## src/rtl/m_pw_mem_ctrl.sv

```systemverilog
// m_pw_mem_ctrl: memory-side sequencer between the MMU page walker and DRAM.
// Serialises PTE reads (L1, L0), PTE A/D write-backs and buffered CPU
// accesses into single DRAM commands. Page-walk traffic always wins.
// Optional feature macro: PW_MEM_TIMEOUT_EN (abort a stuck DRAM access
// after TIMEOUT_CYC cycles).
module m_pw_mem_ctrl #(
    parameter int unsigned TIMEOUT_CYC = 1024
) (
    input  logic        CLK,
    input  logic        RST_X,
    input  logic [2:0]  w_pw_state,
    input  logic        w_tlb_acs,
    input  logic [31:0] w_tlb_pte_addr,
    input  logic        w_pte_we,
    input  logic [31:0] w_pte_wdata,
    input  logic        w_cpu_req,
    input  logic        w_cpu_we,
    input  logic [31:0] w_cpu_addr,
    input  logic [31:0] w_cpu_wdata,
    input  logic [2:0]  w_cpu_ctrl,
    output logic        w_mem_busy,
    output logic [31:0] w_mem_odata,
    output logic        w_cpu_done,
    output logic [31:0] o_dram_addr,
    output logic [31:0] o_dram_wdata,
    output logic [2:0]  o_dram_ctrl,
    output logic        o_dram_le,
    output logic        o_dram_we,
    input  logic        i_dram_busy,
    input  logic        i_dram_done,
    input  logic [31:0] i_dram_rdata,
    output logic        w_timeout
);

    typedef enum logic [1:0] {S_IDLE, S_ISSUE, S_WAIT} state_t;
    typedef enum logic [1:0] {SRC_L1, SRC_L0, SRC_UPD, SRC_CPU} src_t;

    localparam logic [2:0]  CTRL_WORD = 3'b010;
    localparam logic [16:0] TMO_LIM   = 17'(TIMEOUT_CYC);

    state_t      state_q;
    src_t        src_q;
    logic        rd_q;
    logic [31:0] pte_addr_q;
    logic        l1_done_q, l0_done_q, upd_done_q;
    logic        cpu_pend_q, cpu_we_q;
    logic [31:0] cpu_addr_q, cpu_wdata_q;
    logic [2:0]  cpu_ctrl_q;

    logic [31:0] odata_q, addr_q, wdata_q;
    logic [2:0]  ctrl_q;
    logic        le_q, we_q, cpu_done_q, tmo_q;

    logic is_idle, start_l1, start_l0, start_upd, start_cpu;
    logic accept, done_ok, tmo_hit, finish;

    // Start conditions are only meaningful in IDLE; gating with RST_X keeps
    // w_mem_busy at 0 while reset is held.
    assign is_idle   = (state_q == S_IDLE);
    assign start_l1  = RST_X && is_idle && (w_pw_state == 3'd1) && !l1_done_q;
    assign start_l0  = RST_X && is_idle && (w_pw_state == 3'd3) && !l0_done_q;
    assign start_upd = RST_X && is_idle && (w_pw_state == 3'd5) && w_pte_we && !upd_done_q;
    assign start_cpu = RST_X && is_idle && (w_pw_state == 3'd0) && cpu_pend_q;

    assign accept  = (state_q == S_ISSUE) && !i_dram_busy;
    assign done_ok = (state_q == S_WAIT) && i_dram_done;
    assign finish  = done_ok || tmo_hit;

`ifdef PW_MEM_TIMEOUT_EN
    logic [15:0] tmo_cnt_q;

    // Cycles spent in ISSUE/WAIT for the current command; restarts in IDLE.
    always_ff @(posedge CLK or negedge RST_X) begin
        if (!RST_X)       tmo_cnt_q <= '0;
        else if (is_idle) tmo_cnt_q <= '0;
        else              tmo_cnt_q <= tmo_cnt_q + 16'd1;
    end

    // A real completion in the same cycle beats the abort.
    assign tmo_hit = !is_idle && !done_ok && (({1'b0, tmo_cnt_q} + 17'd1) == TMO_LIM);
`else
    // No abort path in this build; TIMEOUT_CYC is referenced but inert.
    assign tmo_hit = 1'b0 && (TMO_LIM != '0);
`endif

    assign w_mem_busy   = !is_idle || start_l1 || start_l0 || start_upd;
    assign w_mem_odata  = odata_q;
    assign w_cpu_done   = cpu_done_q;
    assign o_dram_addr  = addr_q;
    assign o_dram_wdata = wdata_q;
    assign o_dram_ctrl  = ctrl_q;
    assign o_dram_le    = le_q;
    assign o_dram_we    = we_q;
    assign w_timeout    = tmo_q;

    // Capture the PTE address whenever the MMU presents one.
    always_ff @(posedge CLK or negedge RST_X) begin
        if (!RST_X)         pte_addr_q <= '0;
        else if (w_tlb_acs) pte_addr_q <= w_tlb_pte_addr;
    end

    // Per-walk completion flags: cleared between walks, set on finish.
    always_ff @(posedge CLK or negedge RST_X) begin
        if (!RST_X) begin
            l1_done_q  <= 1'b0;
            l0_done_q  <= 1'b0;
            upd_done_q <= 1'b0;
        end else begin
            if (w_pw_state == 3'd0) begin
                l1_done_q  <= 1'b0;
                l0_done_q  <= 1'b0;
                upd_done_q <= 1'b0;
            end
            if (finish) begin
                unique case (src_q)
                    SRC_L1:  l1_done_q  <= 1'b1;
                    SRC_L0:  l0_done_q  <= 1'b1;
                    SRC_UPD: upd_done_q <= 1'b1;
                    default: ;
                endcase
            end
        end
    end

    // Single-entry CPU buffer; a request while full is dropped.
    always_ff @(posedge CLK or negedge RST_X) begin
        if (!RST_X) begin
            cpu_pend_q  <= 1'b0;
            cpu_we_q    <= 1'b0;
            cpu_addr_q  <= '0;
            cpu_wdata_q <= '0;
            cpu_ctrl_q  <= '0;
        end else if (finish && src_q == SRC_CPU) begin
            cpu_pend_q <= 1'b0;
        end else if (w_cpu_req && !cpu_pend_q) begin
            cpu_pend_q  <= 1'b1;
            cpu_we_q    <= w_cpu_we;
            cpu_addr_q  <= w_cpu_addr;
            cpu_wdata_q <= w_cpu_wdata;
            cpu_ctrl_q  <= w_cpu_ctrl;
        end
    end

    // Command sequencer with registered DRAM strobes and result outputs.
    always_ff @(posedge CLK or negedge RST_X) begin
        if (!RST_X) begin
            state_q    <= S_IDLE;
            src_q      <= SRC_L1;
            rd_q       <= 1'b0;
            odata_q    <= '0;
            addr_q     <= '0;
            wdata_q    <= '0;
            ctrl_q     <= '0;
            le_q       <= 1'b0;
            we_q       <= 1'b0;
            cpu_done_q <= 1'b0;
            tmo_q      <= 1'b0;
        end else begin
            cpu_done_q <= 1'b0;
            tmo_q      <= 1'b0;
            unique case (state_q)
                S_IDLE: begin
                    if (start_l1 || start_l0) begin
                        state_q <= S_ISSUE;
                        src_q   <= start_l1 ? SRC_L1 : SRC_L0;
                        rd_q    <= 1'b1;
                        addr_q  <= pte_addr_q;
                        wdata_q <= '0;
                        ctrl_q  <= CTRL_WORD;
                        le_q    <= 1'b1;
                    end else if (start_upd) begin
                        state_q <= S_ISSUE;
                        src_q   <= SRC_UPD;
                        rd_q    <= 1'b0;
                        addr_q  <= w_tlb_pte_addr;
                        wdata_q <= w_pte_wdata;
                        ctrl_q  <= CTRL_WORD;
                        we_q    <= 1'b1;
                    end else if (start_cpu) begin
                        state_q <= S_ISSUE;
                        src_q   <= SRC_CPU;
                        rd_q    <= !cpu_we_q;
                        addr_q  <= cpu_addr_q;
                        wdata_q <= cpu_wdata_q;
                        ctrl_q  <= cpu_ctrl_q;
                        le_q    <= !cpu_we_q;
                        we_q    <= cpu_we_q;
                    end
                end
                S_ISSUE: begin
                    if (tmo_hit || accept) begin
                        le_q    <= 1'b0;
                        we_q    <= 1'b0;
                        state_q <= tmo_hit ? S_IDLE : S_WAIT;
                    end
                end
                S_WAIT: begin
                    if (finish) state_q <= S_IDLE;
                end
                default: state_q <= S_IDLE;
            endcase

            // Result delivery shared by normal completion and abort.
            if (done_ok && rd_q)                       odata_q <= i_dram_rdata;
            if (tmo_hit && (rd_q || src_q == SRC_CPU)) odata_q <= '0;
            if (finish && src_q == SRC_CPU)            cpu_done_q <= 1'b1;
            if (tmo_hit)                               tmo_q <= 1'b1;
        end
    end

endmodule
```

## config.mk

```make
export PLATFORM = sky130hd
export DESIGN_NAME = m_pw_mem_ctrl
export DESIGN_NICKNAME = d
export VERILOG_FILES = /design/src/rtl/m_pw_mem_ctrl.sv
export SDC_FILE = /design/constraint.sdc
export NUM_CORES = 1
export LEC_CHECK = 0
export ABC_AREA = 1
export ABC_CLOCK_PERIOD_IN_PS = 1550
export BUFFER_PORTS_ARGS = -buffer_cell sky130_fd_sc_hd__buf_4
export CAP_MARGIN = 10
export CORE_MARGIN = 3
export CORE_UTILIZATION = 45
export DETAILED_ROUTE_END_ITERATION = 16
export HOLD_SLACK_MARGIN = 0.05
export PLACE_DENSITY = 0.74
export SYNTH_ARGS = -nofsm -noshare
export SYNTH_HDL_FRONTEND = slang
export SYNTH_SLANG_ARGS = --single-unit
```

## constraint.sdc

```tcl
create_clock -name CLK -period 1.55 [get_ports CLK]
set_clock_uncertainty 0.15 [all_clocks]
set_input_delay 0.0775 -clock CLK [delete_from_list [all_inputs] [get_ports CLK]]
set_output_delay 0.0775 -clock CLK [all_outputs]
set_load 0.005 [all_outputs]
```

==> summary.md, run 1 <==
| Metric | Value |
|---|---|
| Status | complete, but fails checks |
| Failing checks | setup timing |
| Die width | about 150 microns |
| Root Buffer | clkbuf_16 |
| Layout cells sized above 1 | 33.3% |
| Pre-CTS setup slack | -157 ps |
| Total GRT Usage | roughly 36% |
| H-tree levels | 1 |
| Via count | 11216 |
| TritonCTS Buffers | 22 |
| Fin nets | approximately 1900 |
| Final WS setup | -383 ps |
| Routability cong. | 0.860 |
| Main area contributors after synthesis | dfrtp_1, nand2_1, nand3_1 |
| Post-synthesis sequential area ratio | 55.9% |
| RR Startpoint | state_q[1]$_DFFE_PN0P_ |
| Sinks on Clock Net | ~210 |
| Leakage dissipation | roughly 9 nW |
| Initial Util | ~46% |
| Vias/cell | ~5.6 |
| Ys Warns | 0 |
| Largest net degree at the start of global routing | roughly 180 |
| Leading area contributor after synthesis | dfrtp_1 |
| Final wirelength | about 42000 microns |
| Worst setup EP type | register |
| Placed Cells | approximately 1700 |
| First-pass iteration count of the detailed router | 8 |
| Hold crit path type | in2async |
| Syn Nets | ~1400 |
| Synthesized flop and latch total | ~210 |
| Peak VDD IR | about 0.0008 V |
| Synth top area share | a little under three fifths |
| Full die area | roughly 23000 sq um |
| Drt drc | 0 |
| Synth async-reset ratio | 100% |
| Crit share post-route | 125% |
| Grt met1 use | around two fifths |
| Synth-to-layout area growth | 76.7% |
| Vias in the first global route | 11838 |
| Worst-path maximum fanout | 5 |
| Cells after Synth | between 1000 and 1500 |
| Met3 Usage GRT | roughly a tenth |
| Crit path kind | reg2reg |
| Final non-filler cell total | 2009 |
| Worst-path clk slew | 60 ps |
| Worst flop-to-flop path endpoint | cpu_addr_q[5]$_DFFE_PN0P_ |
| Chip height | 151 microns |
| DR WL/cell | 21.1 microns |
| Total global routing overflow | 0 |
| Actual slew at the worst max-slew pin | ~1000 ps |
| Initial antenna violation count | 1 |
| Unrepaired setup endpoints after global routing | yes |
| Met2 Resource Use GR | 58.1% |
| Final setup fails | ~180 |
| TNS Setup | -50540 ps |
| Worst EP arrival | about 2200 ps |
| Number of enable flip-flop cells after synthesis | 0 |
| Busiest grt layer | met2 |
| MaxCap Viol Count | 0 |
| Cell area after synthesis | between 9000 and 10000 sq um |
| 1st-iter DRT viols | roughly 1200 |
| Synth cell types | 25 |
| Reg2reg path depth | 13 |
| Hold Violations, Final | 0 |
| Worst EP required | between 1500 and 2000 ps |
| Dpl hpwl | 18700 microns |
| TritonCTS clock tree | yes |
| I/O pin cnt | 278 |
| Max transition margin | around a third |
| First-pass GRT wire length | ~63000 microns |
| Count leader, synth | nand2_1 |
| Core Util, Final | 81.6% |
| Pwr Density | roughly 1500 nW/um^2 |
| Syn Area/Cell | 8.02 sq um |
| Cell Rows | 52 |
| Port Buffer Count | 276 |
| Clock Path Buffers | 3 |
| Final slew viol count | 0 |
| DRT antenna net count | 0 |
| Most instantiated cells after synthesis | nand2_1, dfrtp_1, nand3_1 |
| Max frequency | just over 500 MHz |
| Core box area | a little over 20000 sq um |
| Main synth FF type | dfrtp_1 |
| Worst Setup Start Kind | register |
| Clock latency on the worst-skew pair | 500 ps |
| R2R setup slack | -380 ps |
| Fin crit period | slightly below 2000 ps |
==> power breakdown <==
group          internal, mW  leakage [nW]  switching [mW]  total (mW)
combinational          4.91          5.73            4.82        9.73
clock                  2.94         0.340            2.23        5.17
sequential             7.79          2.68            1.79        9.58
total                  15.6          8.75            8.83        24.5
==> worst max-delay path by stage <==
stage | startpoint | endpoint | slack (ps) | cells past startpoint
detailed placement | state_q[0]$_DFFE_PN0P_ | cpu_wdata_q[25]$_DFFE_PN0P_ | -160 | 9
global route | state_q[0]$_DFFE_PN0P_ | o_dram_wdata[13]$_DFFE_PN0P_ | -470 | 11
floorplan | state_q[1]$_DFFE_PN0P_ | o_dram_ctrl[0]$_DFFE_PN0P_ | 50 | 9
finish | state_q[1]$_DFFE_PN0P_ | cpu_addr_q[5]$_DFFE_PN0P_ | -380 | 13
CTS | state_q[0]$_DFFE_PN0P_ | w_mem_busy | -290 | 7
global placement | state_q[0]$_DFFE_PN0P_ | cpu_addr_q[6]$_DFFE_PN0P_ | -100 | 8
==> registers in the layout (all words and copies together), names as in the netlist, 2 cells and up <==
register      count
cpu_addr_q       32
cpu_wdata_q      32
o_dram_addr      32
o_dram_wdata     32
pte_addr_q       32
w_mem_odata      32
cpu_ctrl_q        3
o_dram_ctrl       3
src_q             2
state_q           2
==> cell usage in the layout (no fill, tap or decap), drive strengths merged <==
cell and count:
o21bai 1, o21ai 104, dlygate4sd3 203, o31ai 1, nand4 1, clkinvlp 2, clkinv 4, inv 116
diode 2, nor2 9, o32ai 2, bufbuf 1, clkbuf 34, buf 388, nand2 484, dfrtp 211
o21a 1, nor3 1, conb 1, nand3b 2, nand3 171
==> logic make-up after synthesis <==
logic type | share of synthesized area [%]
and+or+nand+nor | 29.5
buffers and inverters | 8.63
other | 0.0397
AOI/OAI and AO/OA | 5.94
DFF | 55.9
==> worst max-delay path: stages, from the launching register on <==
cell	delay, ps
dfrtp_1	360
inv_2	60
buf_4	130
buf_6	110
nor2_4	80
nand2_2	70
inv_2	90
nand3_4	110
nand3b_4	160
buf_12	130
buf_8	120
buf_16	130
nand2_1	60
o21ai_1	80
==> final cells by class <==
cell class,count,area (sq um)
Timing Repair Buffer,594,6000
Clock buffer,32,659
Tap cell,270,338
Inverter,116,438
Multi-Input combinational cell,778,3920
Antenna cell,2,5.00
Sequential cell,211,5280
Clock inverter,6,35.0
Fill cell,1064,3750
==> routing by layer <==
layer	part of all wire, %	up-vias
met5	0	-
met4	7.1	0
met3	11	284
met2	48	887
met1	34	5253
li1	-	4792
==> per-stage QoR <==
stage | cell area (sq um) | hold WS (ps) | power (mW)
after floorplan | 9440 | -368 | 12.3
after global placement | 12100 | 4.65 | 16.0
after detailed placement | 12100 | 6.01 | 16.3
after CTS | 16400 | 103 | 23.1
after global routing | 16700 | 117 | 25.7
final | 16700 | 118 | 24.5
==> what timing repair did <==
action	CTS	global route
hold buffers	204	0
pin swaps	26	8
gates resized for setup	187	92
endpoints found under the hold margin	417	0
setup buffers	35	8
gates cloned	28	2
endpoints found under the setup margin	174	178
No activity file was read; power rests on OpenSTA's default activity.
==> run 2, diff against run 1 <==
--- a/config.mk
+++ b/config.mk
@@ -9,7 +9,7 @@
 export ABC_CLOCK_PERIOD_IN_PS = 1550
 export BUFFER_PORTS_ARGS = -buffer_cell sky130_fd_sc_hd__buf_4
 export CAP_MARGIN = 10
-export CORE_MARGIN = 3
+export CORE_ASPECT_RATIO = 0.75
 export CORE_UTILIZATION = 45
 export DETAILED_ROUTE_END_ITERATION = 16
 export HOLD_SLACK_MARGIN = 0.05
==> summary.md, run 2 (same netlist as run 1, synthesis figures left out) <==
| Metric | Value |
|---|---|
| CP endpoint | o_dram_addr[13]$_DFFE_PN0P_ |
| H-tree levels | 1 (unchanged) |
| Largest net degree at the start of global routing | 114 (-36%) |
| Fin nets | 1895 (-0.11%) |
| Pwr Density | 1440 nW/um^2 (-1.6%) |
| Hold Violations, Final | 0 (unchanged) |
| Leakage dissipation | 8.69 nW (-0.77%) |
| Most common cell after layout, fill and taps aside | nand2_1 |
| Clock latency on the worst-skew pair | 520 ps (+20 ps) |
| Failing checks | setup timing |
| Root Buffer | clkbuf_16 |
| 1st-iter DRT viols | 1072 (-11%) |
| CP startpoint | state_q[1]$_DFFE_PN0P_ |
| Final wirelength | 39300 microns (-7.2%) |
| Clock Path Buffers | 3 (unchanged) |
| Port Buffer Count | 276 (unchanged) |
| Reg power frac | 39.4% (+0.3 points) |
| Die width | 169 microns (+12%) |
| Max transition margin | 56.7% (+23 points) |
| Final slew viol count | 0 (unchanged) |
| Switching power share of the total | 35.3% (-0.74 points) |
| Core box area | 20400 sq um (-0.23%) |
| Dpl hpwl | 18300 microns (-1.9%) |
| Actual slew at the worst max-slew pin | 649 ps (-342 ps) |
| Placed Cells | 1721 (+1.4%) |
| Final Instance Area | 16500 sq um (-0.87%) |
| I/O pin cnt | 278 (unchanged) |
| Worst-path maximum fanout | 8 (+3) |
| Drt drc | 0 (unchanged) |
| R2R setup slack | -320 ps (+60 ps) |
| Logic pwr share | 39.2% (-0.5 points) |
| Crit share post-route | 121% (-3.9 points) |
| WHS | 35.4 ps (-82.4 ps) |
| Initial antenna violation count | 0 (-1) |
| Crit path kind | reg2reg |
| Max frequency | 534 MHz (+3.3%) |
| Commonest cells after routing, fill and taps aside | nand2_1, buf_4, dfrtp_1, dlygate4sd3_1, nand3_1 |
| First-pass GRT wire length | 56100 microns (-11%) |
| Worst flop-to-flop path endpoint | o_dram_addr[13]$_DFFE_PN0P_ |
| Status | complete, but fails checks |
| Synth-to-layout area growth | 75.2% |
| Sinks on Clock Net | 211 (unchanged) |
| Layout cells sized above 1 | 32.3% (-0.98 points) |
| MaxCap Viol Count | 0 (unchanged) |
| TritonCTS clock tree | yes |
| Final setup fails | 159 (-11%) |
| Worst-path clk slew | 60 ps (about the same) |
| Worst Setup Start Kind | register |
| Cell Rows | 45 (-13%) |
| Fin crit period | 1870 ps (-61.2 ps) |
| Total global routing overflow | 0 (unchanged) |
| TritonCTS Buffers | 21 (-4.5%) |
| DRT antenna net count | 0 (unchanged) |
| Unrepaired setup endpoints after global routing | yes |
| RR Startpoint | state_q[1]$_DFFE_PN0P_ |
| Full die area | 21600 sq um (-5.2%) |
| Final WS setup | -322 ps (+61.2 ps) |
| DP Area | 12100 sq um (+0.60%) |
| Hold crit path type | in2async |
| TNS Setup | -29020 ps (+21530 ps) |
| Worst EP arrival | 2150 ps (-60 ps) |
| Worst setup EP type | register |
| Vias in the first global route | 10795 (-8.8%) |
| Total GRT Usage | 33.4% (-2.3 points) |
| Peak VDD IR | 0.000802 V (-2.1%) |
| Sw Pwr | 8.44 mW (-4.4%) |
| Routability cong. | 0.812 (-5.5%) |
| Initial Util | 46.3% (+0.11 points) |
| Cell internal pwr | 15.4 mW (-1.3%) |
| Via count | 10764 (-4.0%) |
| Total Power Consumption | 23.9 mW (-2.4%) |
| DR WL/cell | 19.5 microns (-7.6%) |
| Final non-filler cell total | 2017 (+0.40%) |
| Clock power share | 21.4% (+0.3 points) |
| Worst EP required | 1830 ps (about the same) |
| First-pass iteration count of the detailed router | 7 (-1) |
| Reg2reg path depth | 10 (-3) |
| Chip height | 127 microns (-16%) |
| Vias/cell | 5.34 (-4.4%) |
run 2: timing repair:
item	4_1_cts	5_1_grt
gates cloned	14	14
endpoints found under the setup margin	173	194
buffers inserted	22	11
pin swaps	10	86
gates resized for setup	118	145
hold buffers	206	3
hold endpoints to repair	417	3
run 2: area by class of cell:
class | instances | area [sq um]
flip-flops and latches | 211 | 5280
multi-input cells | 777 | 3910
diodes | 1 | 2.50
well taps | 282 | 353
clock inverters | 5 | 32.5
clock buffers | 31 | 643
fillers | 1172 | 3850
repair buffers | 594 | 5870
inverters | 116 | 443
run 2: power groups by stage:
stage | clock network, mW | registers (mW) | logic, mW
global route | 5.35 | 9.61 | 10.2
detailed placement | 0 | 9.16 | 7.13
finish | 5.12 | 9.40 | 9.36
global placement | 0 | 9.12 | 6.92
floorplan | 0 | 9.00 | 3.34
CTS | 5.09 | 9.17 | 8.19
run 2: per-stage QoR:
| stage | util, % | setup WS (ps) |
|---|---|---|
| after floorplan | - | 51.0 |
| after global placement | 59.6 | -70.5 |
| after detailed placement | 59.6 | -151 |
| after CTS | 77.2 | -276 |
| after global routing | 81.1 | -379 |
| final | 81.1 | -322 |
run 2: worst min-delay path by stage:
stage          start  slack [ps]                           end  depth (start not counted)
6_report       RST_X          40    o_dram_addr[5]$_DFFE_PN0P_                          3
3_5_place_dp   RST_X         -60    o_dram_addr[6]$_DFFE_PN0P_                          2
4_1_cts        RST_X          50  o_dram_wdata[24]$_DFFE_PN0P_                          3
3_3_place_gp   RST_X         -60    o_dram_addr[5]$_DFFE_PN0P_                          2
5_1_grt        RST_X          70    o_dram_addr[6]$_DFFE_PN0P_                          3
2_1_floorplan  RST_X        -370     cpu_addr_q[0]$_DFFE_PN0P_                          0
run 2: critical path, stage by stage, from the launching register on:
cell	delay [ps]
dfrtp_1	400
inv_2	70
nand2_2	70
nor2_4	190
buf_6	150
nand3_4	80
buf_6	150
nand3_4	160
clkbuf_16	210
nand3_2	60
nand2_1	100
run 2: per-layer routing:
layer / part of all wire, % / vias to the layer above / track usage, % / wire length [microns]
met1: 37 / 5133 / 41.5 / 14700
met3: 11 / 156 / 8.21 / 4190
met4: 4.6 / 2 / 14.4 / 1810
met5: 0.15 / - / 0 / 59
li1: - / 4772 / - / -
met2: 47 / 701 / 55.6 / 18600
